<file path="config.mk">
export PLATFORM = sky130hd
export DESIGN_NAME = mem_port_arbiter
export DESIGN_NICKNAME = d
export VERILOG_FILES = /design/src/rtl/mem_port_arbiter_pkg.sv /design/src/rtl/mem_port_arbiter_rr_arb2.sv /design/src/rtl/mem_port_arbiter.sv
export SDC_FILE = /design/constraint.sdc
export NUM_CORES = 1
export LEC_CHECK = 0
export CORE_AREA = 2 2 367 369
export CTS_CLUSTER_DIAMETER = 100
export DETAILED_ROUTE_END_ITERATION = 16
export DIE_AREA = 0 0 369 371
export PLACE_DENSITY = 0.48
export SLEW_MARGIN = 20
export SYNTH_ARGS = -nofsm -noshare
export SYNTH_HDL_FRONTEND = slang
export SYNTH_HIERARCHICAL = 1
export SYNTH_SLANG_ARGS = --single-unit
</file>
<file path="constraint.sdc">
create_clock -name clk -period 2 [get_ports clk]
set_input_delay 0.2 -clock clk [delete_from_list [all_inputs] [get_ports clk]]
set_output_delay 0.2 -clock clk [all_outputs]
set_load 0.005 [all_outputs]
</file>
<file path="src/rtl/mem_port_arbiter_pkg.sv">
// Shared definitions for the two-client memory port arbiter.
//   - state_t  : arbiter FSM state encoding
//   - CL_*     : client identifiers (port 0 = data cache, port 1 = instruction cache)
package mem_port_arbiter_pkg;

  typedef enum logic [1:0] {
    ST_IDLE  = 2'd0,
    ST_WRITE = 2'd1,
    ST_READ  = 2'd2
  } state_t;

  localparam logic CL_DCACHE = 1'b0;
  localparam logic CL_ICACHE = 1'b1;

endpackage

</file>
<file path="src/rtl/mem_port_arbiter_rr_arb2.sv">
// Two-requester round-robin grant, purely combinational.
//   req[1:0]  : request vector, bit N = client N pending
//   ptr       : preferred client when both request
//   gnt_valid : at least one request present
//   gnt_id    : granted client id
// The pointer is owned and advanced by the caller.
module rr_arb2
  import mem_port_arbiter_pkg::*;
(
  input  logic [1:0] req,
  input  logic       ptr,
  output logic       gnt_valid,
  output logic       gnt_id
);

  always_comb begin
    gnt_valid = |req;
    gnt_id    = CL_DCACHE;
    if (&req) begin
      gnt_id = ptr;
    end else if (req[1]) begin
      gnt_id = CL_ICACHE;
    end
  end

endmodule

</file>
<file path="src/rtl/mem_port_arbiter.sv">
// Shares one backing-memory port between a data cache (client 0) and an
// instruction cache (client 1). One memory transaction is outstanding at a
// time; a client's write-back followed by its fill is serviced as an atomic
// pair; grants between clients are round-robin.
//   clk, reset (async, active-low)
//   cN_write_req/addr/data, cN_write_ack : write-back channel of client N
//   cN_read_req/addr, cN_read_data/ack   : fill channel of client N
//   mem_req/we/addr/wdata, mem_rdata/ack : backing-memory port
//   busy                                 : transaction in progress
module mem_port_arbiter
  import mem_port_arbiter_pkg::*;
#(
  parameter int WIDTH  = 128,
  parameter int ADDR_W = 32
) (
  input  logic              clk,
  input  logic              reset,
  input  logic              c0_write_req,
  input  logic [ADDR_W-1:0] c0_write_addr,
  input  logic [WIDTH-1:0]  c0_write_data,
  output logic              c0_write_ack,
  input  logic              c0_read_req,
  input  logic [ADDR_W-1:0] c0_read_addr,
  output logic [WIDTH-1:0]  c0_read_data,
  output logic              c0_read_ack,
  input  logic              c1_write_req,
  input  logic [ADDR_W-1:0] c1_write_addr,
  input  logic [WIDTH-1:0]  c1_write_data,
  output logic              c1_write_ack,
  input  logic              c1_read_req,
  input  logic [ADDR_W-1:0] c1_read_addr,
  output logic [WIDTH-1:0]  c1_read_data,
  output logic              c1_read_ack,
  output logic              mem_req,
  output logic              mem_we,
  output logic [ADDR_W-1:0] mem_addr,
  output logic [WIDTH-1:0]  mem_wdata,
  input  logic [WIDTH-1:0]  mem_rdata,
  input  logic              mem_ack,
  output logic              busy
);

  state_t            state_q, state_d;
  logic              owner_q;
  logic              rr_ptr_q;
  logic [1:0]        wack_q, rack_q;
  logic [ADDR_W-1:0] addr_q;
  logic [WIDTH-1:0]  wdata_q;
  logic [WIDTH-1:0]  rdata_q [2];

  logic [1:0]        wreq, rreq, pending;
  logic [ADDR_W-1:0] waddr [2];
  logic [ADDR_W-1:0] raddr [2];
  logic [WIDTH-1:0]  wdata [2];
  logic              gnt_valid, gnt_id;

  assign wreq     = {c1_write_req, c0_write_req};
  assign rreq     = {c1_read_req, c0_read_req};
  assign waddr[0] = c0_write_addr;
  assign waddr[1] = c1_write_addr;
  assign raddr[0] = c0_read_addr;
  assign raddr[1] = c1_read_addr;
  assign wdata[0] = c0_write_data;
  assign wdata[1] = c1_write_data;

  // A client whose ack is high this cycle may still show its request (it
  // drops on the ack edge); masking it prevents a spurious regrant.
  assign pending = (wreq | rreq) & ~wack_q & ~rack_q;

  rr_arb2 u_rr_arb2 (
    .req       (pending),
    .ptr       (rr_ptr_q),
    .gnt_valid (gnt_valid),
    .gnt_id    (gnt_id)
  );

  always_comb begin
    state_d = state_q;
    case (state_q)
      ST_IDLE:  if (gnt_valid) state_d = wreq[gnt_id] ? ST_WRITE : ST_READ;
      ST_WRITE: if (mem_ack)   state_d = rreq[owner_q] ? ST_READ : ST_IDLE;
      ST_READ:  if (mem_ack)   state_d = ST_IDLE;
      default:                 state_d = ST_IDLE;
    endcase
  end

  always_ff @(posedge clk or negedge reset) begin
    if (!reset) state_q <= ST_IDLE;
    else        state_q <= state_d;
  end

  always_ff @(posedge clk or negedge reset) begin
    if (!reset) begin
      owner_q    <= CL_DCACHE;
      rr_ptr_q   <= CL_DCACHE;
      wack_q     <= '0;
      rack_q     <= '0;
      addr_q     <= '0;
      wdata_q    <= '0;
      rdata_q[0] <= '0;
      rdata_q[1] <= '0;
    end else begin
      wack_q <= '0;
      rack_q <= '0;
      case (state_q)
        ST_IDLE: begin
          if (gnt_valid) begin
            owner_q <= gnt_id;
            if (wreq[gnt_id]) begin
              addr_q  <= waddr[gnt_id];
              wdata_q <= wdata[gnt_id];
            end else begin
              addr_q  <= raddr[gnt_id];
            end
          end
        end
        ST_WRITE: begin
          if (mem_ack) begin
            wack_q[owner_q] <= 1'b1;
            // Fill of the same owner follows directly: the pair is atomic.
            if (rreq[owner_q]) addr_q   <= raddr[owner_q];
            else               rr_ptr_q <= ~owner_q;
          end
        end
        ST_READ: begin
          if (mem_ack) begin
            rdata_q[owner_q] <= mem_rdata;
            rack_q[owner_q]  <= 1'b1;
            rr_ptr_q         <= ~owner_q;
          end
        end
        default: ;
      endcase
    end
  end

  assign mem_req      = (state_q != ST_IDLE);
  assign busy         = (state_q != ST_IDLE);
  assign mem_we       = (state_q == ST_WRITE);
  assign mem_addr     = addr_q;
  assign mem_wdata    = wdata_q;
  assign c0_write_ack = wack_q[0];
  assign c1_write_ack = wack_q[1];
  assign c0_read_ack  = rack_q[0];
  assign c1_read_ack  = rack_q[1];
  assign c0_read_data = rdata_q[0];
  assign c1_read_data = rdata_q[1];

endmodule

</file>
Word level (Yosys, flattened, before mapping) --
Index checks and enable logic that the tools add are counted.
Word-level totals: register bits 424, latch bits 0, memory bits (writable) 0, bits in read-only memories 0, output and inout bits 423, word-level logic and storage cells 85, memories kept 0
Cells by class: $add $sub $neg 0, multipliers 0, div/mod/pow operators 0, order comparisons 6, equality and inequality tests 7, shifts and indexed selects 0, multiplexer cells 41, bitwise operators 8, reduce and logical (&&, ||, !) cells 14
Operators with widths (count):
- $mux W128 | 4
- $mux W32 | 13
- $bwmux W256 | 1
- $demux W128 S1 | 1
- $pmux W32 S2 | 1
- $mux W2 | 8
- $mux W1 | 10
- $reduce_and A4 Y1 | 2
- $ne A2 B2 Y1 const B | 3
- $pmux W2 S3 | 1
- $reduce_and A2 Y1 | 3
- $reduce_and A3 Y1 | 2
- $reduce_bool A2 Y1 | 3
- $and A2 B2 Y2 | 2
- $ge A2 B2 Y1 const B | 2
- $lt A1 B2 Y1 const B | 2
- $ne A2 B1 Y1 const B | 2
- $not A1 Y2 | 2
- $not A2 Y2 | 2
- $eq A2 B1 Y1 const B | 1
- $eq A2 B2 Y1 const B | 1
- $logic_and A1 B1 Y1 | 2
- $logic_not A2 Y1 | 1
- $lt A2 B1 Y1 const B | 1
- 6 further kinds | 6

Logic depth before layout (Yosys ltp) --
Gate-level depths: netlist of the first run.
depth in word-level cells 12, depth in mapped cells 13, depth with buffers taken out 7

Hierarchy --
The synthesis of the first run kept the hierarchy.
By module, submodules not included:
- mem_port_arbiter | instances 1, cells an instance 1452, area each 18562.8 µm²
- rr_arb2 | instances 1, cells an instance 3, area each 17.5 µm²

Worst setup path before layout of the first run --
OpenSTA, ideal clock, no wires.
kind input to register, start point in c1_write_req, end point reg wdata_q[86], in the netlist mem_wdata[86], library setup time 0.135 ns, arrival time 2.054 ns, data required time 1.865 ns, setup slack -0.189 ns, cell stages on the path 11, path buffers 5, cell sequence buf_2 > buf_2 > nor2_1 > nor3_1 > a21boi_1 > buf_2 > mux2_4 > nand3_2 > buf_6 > clkbuf_1 > o21ai_0
On the way: word-level cells in the longest chain between the ends 9, elaborated cells between the ends (all ways) 14
RTL lines:
- start, declared | line mem_port_arbiter.sv:26 | input logic c1_write_req,
- $or A2 B2 Y2 (*) | line mem_port_arbiter.sv:68 | assign pending = (wreq | rreq) & ~wack_q & ~rack_q;
- $and A2 B2 Y2 (*) (2 in series) | line mem_port_arbiter.sv:68
- net pending[1] | line mem_port_arbiter.sv:51 | logic [1:0] wreq, rreq, pending;
- $mux W1 / $reduce_and A2 Y1 (equally long branches) | line mem_port_arbiter_rr_arb2.sv:21, mem_port_arbiter_rr_arb2.sv:19
- $mux W1 (*) | line mem_port_arbiter_rr_arb2.sv:19 | if (&req) begin
- net gnt_id | line mem_port_arbiter.sv:55 | logic gnt_valid, gnt_id;
- $not A1 Y2 (not written as such) | line mem_port_arbiter.sv:111 | wdata_q <= wdata[gnt_id];
- $mux W128 (not written as such) (3 in series) | line mem_port_arbiter.sv:111
- end signal, assigned | line mem_port_arbiter.sv:111
- end, declared | line mem_port_arbiter.sv:48 | logic [WIDTH-1:0] wdata_q;
Mark *: on every way through the listed nets, which the timed path passes. The rest lies on a longest branch. The select of a mux whose other input is x is not followed. A chain may end at the register's enable or synchronous reset.

Worst setup path in the final report of the first run --
start point reg wack_q[1], end point reg wdata_q[70], in the netlist mem_wdata[70]
On the way: word-level cells in the longest chain between the ends 9, elaborated cells between the ends (all ways) 14
RTL lines:
- start, declared | line mem_port_arbiter.sv:46 | logic [1:0] wack_q, rack_q;
- start signal, assigned | line mem_port_arbiter.sv:96 | wack_q <= '0;
- start signal, assigned | line mem_port_arbiter.sv:103 | wack_q <= '0;
- start signal, assigned by index | line mem_port_arbiter.sv:119 | wack_q[owner_q] <= 1'b1;
- $not A2 Y2 (*) | line mem_port_arbiter.sv:68
- $and A2 B2 Y2 (*) (2 in series) | line mem_port_arbiter.sv:68
- net pending[1] | line mem_port_arbiter.sv:51
- $mux W1 / $reduce_and A2 Y1 (equally long branches) | line mem_port_arbiter_rr_arb2.sv:21, mem_port_arbiter_rr_arb2.sv:19
- $mux W1 (*) | line mem_port_arbiter_rr_arb2.sv:19
- net gnt_id | line mem_port_arbiter.sv:55
- $not A1 Y2 (not written as such) | line mem_port_arbiter.sv:111
- $mux W128 (not written as such) (3 in series) | line mem_port_arbiter.sv:111
Marked as above.

==> reports/results.ini, run 1 <==
[timing]
hold-worst-slack_ns = 0.09396
min_period_ns = 2.045
fin_crit_sh = 1.022
slew_headroom = 0.6789
setup_ws_ns = -0.04465
final_hold_viol_count = 0
setup_viol = 50
finalSetupTns_ns = -1.379
rsz0062_at_grt = true
drv_slew = 0
clock_skew_ns = 0.02112
tightest_slew_ns = 0.4836
fmax_ghz = 0.4891

[finish]
layout-drive-gt1-share = 0.2270
area_growth_pct = 83.19
nFillCells = 14050
nets = 3015
regArea_um2 = 10610
multiInputGateArea_um2 = 7871

[min_path]
min_path_type = primary input to async pin

[worst_setup_path]
cp_num_cells = 9
path_cells = nor3_2, a21boi_4, mux2_4, nand3_4, buf_12, clkbuf_16, clkbuf_16, nand2_2, o21ai_2
slowest_stage = dfrtp_1
crit_family = buffers and inverters
worst_r2r_path_depth = 9
required_ns = 2.56
arrival_ns = 2.60
crit_type = register to register
end_kind = register
max_stage_delay_ns = 0.39
crit_start = wack_q[1]
r2r_start = wack_q[1]
critPathMaxFanout = 7
r2r_setup_slack_ns = -0.04
path_common_cell = clkbuf_16
crit_buf_inv = 3
cp-start-kind = register

[drt]
route.detailed.wl_per_inst_um = 20.41
wl_um = 87980
vias = 15550
drt_iter0_markers = 678
vias_per_cell = 3.607
firstDrtPassIters = 5
detail-route-antenna-nets = 0
drcViolationCount = 0

[logic_synthesis]
synth_warnings = 6
postSynthCellCount = 1455
synth_nets = 1974
yosysSeqAreaShare = 0.5710
synthDistinctLibCells = 30
yosys_register_bits = 424
synth_top_area_frac = 0.5710
synthTopCellsByArea = dfrtp_1, mux2i_1, mux2_2, o21ai_0, nand2_1
synthesis.area_um2 = 18580
synth_area_per_cell_um2 = 12.77
yosysTopAreaCell = dfrtp_1

[clocking]
numCtsBuffers = 53
cts-root-buf = clkbuf_16
clock_path_buffers = 3
worstSkewPairLatency_ns = 0.63
cts.sinks = 424
cts_tree = built
clkSlewWorstSetupHoldPaths_ns = 0.06
cts.htree.levels = 2

[floorplan]
rows = 134
die_h_um = 371
core_um2 = 132800
die_area_um2 = 136900
start_util = 0.1399
pin_count = 942
die_w_um = 369

[flow_run]
max-cap-violations = 0

[placed_design]
gp_congestion = 0.8085
place.detailed.hpwl_um = 65990
io_buffers = 941
pre_cts_ws_ns = -0.4754

[power]
p_per_area_nw_per_um2 = 1504
leakage_nw = 14.32
power_mw = 51.18
ir_drop_uv = 728.6

[grt]
antenna_found_initial = 12
grt_max_degree = 63
grt_util_all_layers = 0.1225
gr-total-overflow = 0
grt_pass1_vias = 17070
grt_pass1_wl_um = 123200

[outcome]
status = finished with violations
violations = setup timing

-- power breakdown --
part | total [mW] | switching (mW) | internal, mW
Sequential | 15.7 | 2.79 | 12.9
Clock | 9.67 | 4.05 | 5.62
Combinational | 25.8 | 10.5 | 15.4
-- final timing paths --
| check | end |
|---|---|
| hold / removal | c1_read_data[39] |
| max in group asynchronous | mem_wdata[53] |
| min in group clk | mem_wdata[55] |
| setup reg to reg | mem_wdata[70] |
| setup / recovery | mem_wdata[70] |
| hold reg to reg | mem_wdata[36] |
-- metrics by stage --
| stage | cell area [um^2] | util | std cells |
|---|---|---|---|
| 2_1_floorplan | 18610 | - | 1455 |
| 3_3_place_gp | 30830 | 0.2322 | 4170 |
| 3_5_place_dp | 30830 | 0.2322 | 4170 |
| 4_1_cts | 33350 | 0.2512 | 4290 |
| 5_1_grt | 34040 | 0.2563 | 4310 |
| 6_report | 34040 | 0.2563 | 4310 |
-- synth_stat cells (all sizes together) --
cell type  number
nor3            3
nand2b          1
mux2          259
inv             6
a32oi           1
buf            83
mux2i         256
or2             1
a21boi          1
nor2            5
a32o            1
o22ai           1
o21ai         194
nand3           2
o21bai          1
clkbuf         18
nand2         195
a31oi           2
dfrtp         424
and3            1
-- per-layer routing --
layer	routed length [um]	global-route usage
met1	35240	0.1417
met2	42190	0.2047
met3	8532	0.05114
met4	2002	0.03807
met5	13	0
-- layout by cell type, fill, tap and decap left out, types with 3 or more instances in the layout --
cell type / instances
clkdlybuf4s50_1: 930
dfrtp_1: 422
mux2i_1: 238
mux2_2: 217
nand2_1: 138
o21ai_1: 81
o21ai_0: 75
buf_4: 69
clkbuf_16: 65
mux2_1: 41
o21ai_2: 37
nand2_2: 36
buf_12: 35
nand2_4: 21
buf_16: 17
mux2i_2: 15
clkbuf_8: 11
clkbuf_1: 10
buf_6: 10
diode_2: 9
clkinv_2: 6
dlygate4sd2_1: 5
nor2_1: 4
clkinvlp_4: 4
buf_8: 4
mux2i_4: 3
inv_1: 3
-- what timing repair did --
action,4_1_cts,5_1_grt
gates resized for setup,136,141
hold buffers,1,0
cloned,14,12
setup buffers,13,3
endpoints found under the hold margin,323,0
pin swaps,18,48
setup endpoints to repair,162,157
-- cell type report --
class | count | share of cell area
inverters | 6 | 0.0007352
diodes | 9 | 0.0006617
well taps | 1768 | 0.06499
repair buffers | 1087 | 0.3397
flip-flops and latches | 424 | 0.3118
multi-input cells | 924 | 0.2313
clock inverters | 17 | 0.005587
clock buffers | 75 | 0.04525
-- worst reg2reg max path, stage by stage (launching register included) --
cell and delay (ns):
dfrtp_1 0.39, nor3_2 0.22, a21boi_4 0.25, mux2_4 0.34
nand3_4 0.14, buf_12 0.15, clkbuf_16 0.20, clkbuf_16 0.18
nand2_2 0.06, o21ai_2 0.06
-- registers in the layout (all words and copies together) (netlist names) --
register      count
mem_addr         32
wack_q            2
mem_wdata       128
rack_q            2
c1_read_data    128
c0_read_data    128
rr_ptr_q          1
state_q           2
owner_q           1
-- logic make-up (layout without fill, tap and decap cells) --
family                 Yosys count  in the layout  synth area share
buffers and inverters          107           1185           0.03434
AND/OR/NAND/NOR                208            208           0.04343
multiplexers                   515            515            0.2951
other                            0              9                 0
flip-flops                     424            424            0.5710
AO/OA/AOI/OAI                  201            201           0.05609
No activity file was read; power rests on OpenSTA's default activity.
==> run 2, diff against run 1 <==
--- a/config.mk
+++ b/config.mk
@@ -6,6 +6,7 @@
 export NUM_CORES = 1
 export LEC_CHECK = 0
 export CORE_AREA = 2 2 367 369
+export CTS_BUF_LIST = sky130_fd_sc_hd__clkbuf_8
 export CTS_CLUSTER_DIAMETER = 100
 export DETAILED_ROUTE_END_ITERATION = 16
 export DIE_AREA = 0 0 369 371
==> run 2 against run 1 <==
Compared with the run above:
- the flow still finishes with violations (setup timing)
- global-route usage rose by 0.91 points
- wire length rose by 6.4%
- power rose by 5.9%
- final cell count rose by 7.9%
- core utilization rose by 3.0 points
- worst setup slack got worse by 0.16 ns
- register-to-register slack got worse by 0.16 ns
- via count rose by 11%
- maximum frequency fell by 7.2%
- critical path type unchanged
- largest power group unchanged
==> reports/results.ini, run 2 (synthesized netlist as in run 1, its figures left out) <==
[grt]
grt_pass1_wl_um = 132800
antenna_found_initial = 10
grt_util_all_layers = 0.1316
grt_pass1_vias = 19250
gr-total-overflow = 0
grt_max_degree = 63

[floorplan]
die_w_um = 369
pin_count = 942
die_h_um = 371
start_util = 0.1399
rows = 134
die_area_um2 = 136900
core_um2 = 132800

[finish]
nets = 3339
stdcell_count = 4652
layout-drive-gt1-share = 0.2719
final_cell_area_um2 = 38070
area_growth_pct = 104.9
layout_common_cells = clkdlybuf4s50_1, dfrtp_1, dlygate4sd3_1, mux2_2, mux2i_1
final_common_cell = clkdlybuf4s50_1
final_util = 0.2867

[timing]
setup_ws_ns = -0.2023
tightest_slew_ns = 0.8807
final_hold_viol_count = 0
drv_slew = 0
finalSetupTns_ns = -13.62
rsz0062_at_grt = true
setup_viol = 154
clock_skew_ns = 0.05859
fin_crit_sh = 1.101
fmax_ghz = 0.4541
min_period_ns = 2.202
slew_headroom = 0.4109

[power]
pwr-share-seq = 0.291
clock_power_share = 0.167
swShare = 0.3509
leakage_nw = 16.40
p_per_area_nw_per_um2 = 1424
internal_power_mw = 35.19
ir_drop_uv = 753.2
combPwrFrac = 0.542
p_sw_mw = 19.02
power_mw = 54.21

[clocking]
cts_tree = built
cts-root-buf = clkbuf_8
cts.sinks = 424
numCtsBuffers = 82
worstSkewPairLatency_ns = 0.77
clock_path_buffers = 3
clkSlewWorstSetupHoldPaths_ns = 0.06
cts.htree.levels = 3

[worst_setup_path]
critPathMaxFanout = 7
end_kind = register
cp-start-kind = register
arrival_ns = 2.90
required_ns = 2.70
crit_type = register to register

[placed_design]
dp_cells = 4170
io_buffers = 941
gp_congestion = 0.8085
place.detailed.hpwl_um = 65990
placed_area_um2 = 30830

[drt]
firstDrtPassIters = 7
vias_per_cell = 3.696
drt_iter0_markers = 546
route.detailed.wl_per_inst_um = 20.13
wl_um = 93640
vias = 17190
detail-route-antenna-nets = 0
drcViolationCount = 0

[min_path]
min_path_type = primary input to register

[flow_run]
max-cap-violations = 0

[outcome]
status = finished with violations
violations = setup timing

[run 2: changes by cell type in the layout (fill, tap and decap cells not counted), sizes merged, moves of 3 or more]
cell           delta
clkinvlp          -3
clkbuf           +23
inv              +30
dlymetal6s2s     +11
buf              +58
diode             -5
dlygate4sd3     +240
dlygate4sd2     +109
clkdlybuf4s50   -124
[run 2: area by class of cell]
type                    count  area [um^2]
fillers                 13810        94720
repair buffers           1382        14890
flip-flops and latches    424        10620
multi-input cells         924         8667
well taps                1768         2212
clock buffers              98         1349
clock inverters            46        304.0
inverters                   6        25.02
diodes                      4        10.01
[run 2: layer usage]
layer,up-vias,GRT usage,part of all wire
li1,7901,-,-
met1,8501,0.1555,0.40
met2,656,0.2185,0.48
met3,134,0.04863,0.091
met4,0,0.04568,0.026
met5,-,0,0
[run 2: repair_timing]
item,in CTS,in global routing
endpoints found under the setup margin,274,192
endpoints found under the hold margin,690,0
buffers inserted,59,22
cloned,34,8
pin swaps,66,65
resized for setup,450,292
hold buffers,242,0
[run 2: final timing paths]
check / to / depth (start not counted) / startpoint / slack [ns]
worst max-delay path: mem_wdata[81] / 12 / rack_q[1] / -0.20
worst max register to register: mem_wdata[81] / 12 / rack_q[1] / -0.20
worst min-delay path: mem_wdata[54] / 3 / c1_write_data[54] / 0.13
min in group asynchronous: mem_addr[8] / 3 / reset / 0.21
worst min register to register: c0_read_data[99] / 1 / c0_read_data[99] / 0.48
max in group asynchronous: c1_read_data[52] / 3 / reset / 0.45
[run 2: power by group through the flow]
stage | clock network (mW) | registers (mW) | logic, mW
final | 9.04 | 15.8 | 29.4
after global routing | 9.84 | 16.3 | 31.4
after CTS | 9.49 | 15.6 | 28.2
after detailed placement | 0 | 15.6 | 22.9
after global placement | 0 | 15.5 | 22.8
after floorplan | 0 | 15.4 | 8.28
[run 2: worst max-delay path, stage by stage (launching register included)]
cell,delay (ns)
dfrtp_2,0.44
nor3_4,0.21
a21boi_4,0.22
mux2_4,0.34
nand3_4,0.10
buf_12,0.13
buf_12,0.13
buf_12,0.11
buf_8,0.11
buf_12,0.12
buf_16,0.13
nand2_2,0.06
o21ai_2,0.04
[run 2: through the flow]
step                hold slack (ns)  setup WS [ns]
floorplan                  -0.09559       0.004948
global placement             0.1427        -0.4530
detailed placement           0.1447        -0.4754
CTS                       0.0001650        -0.2134
global route                0.04487        -0.2763
finish                       0.1286        -0.2023
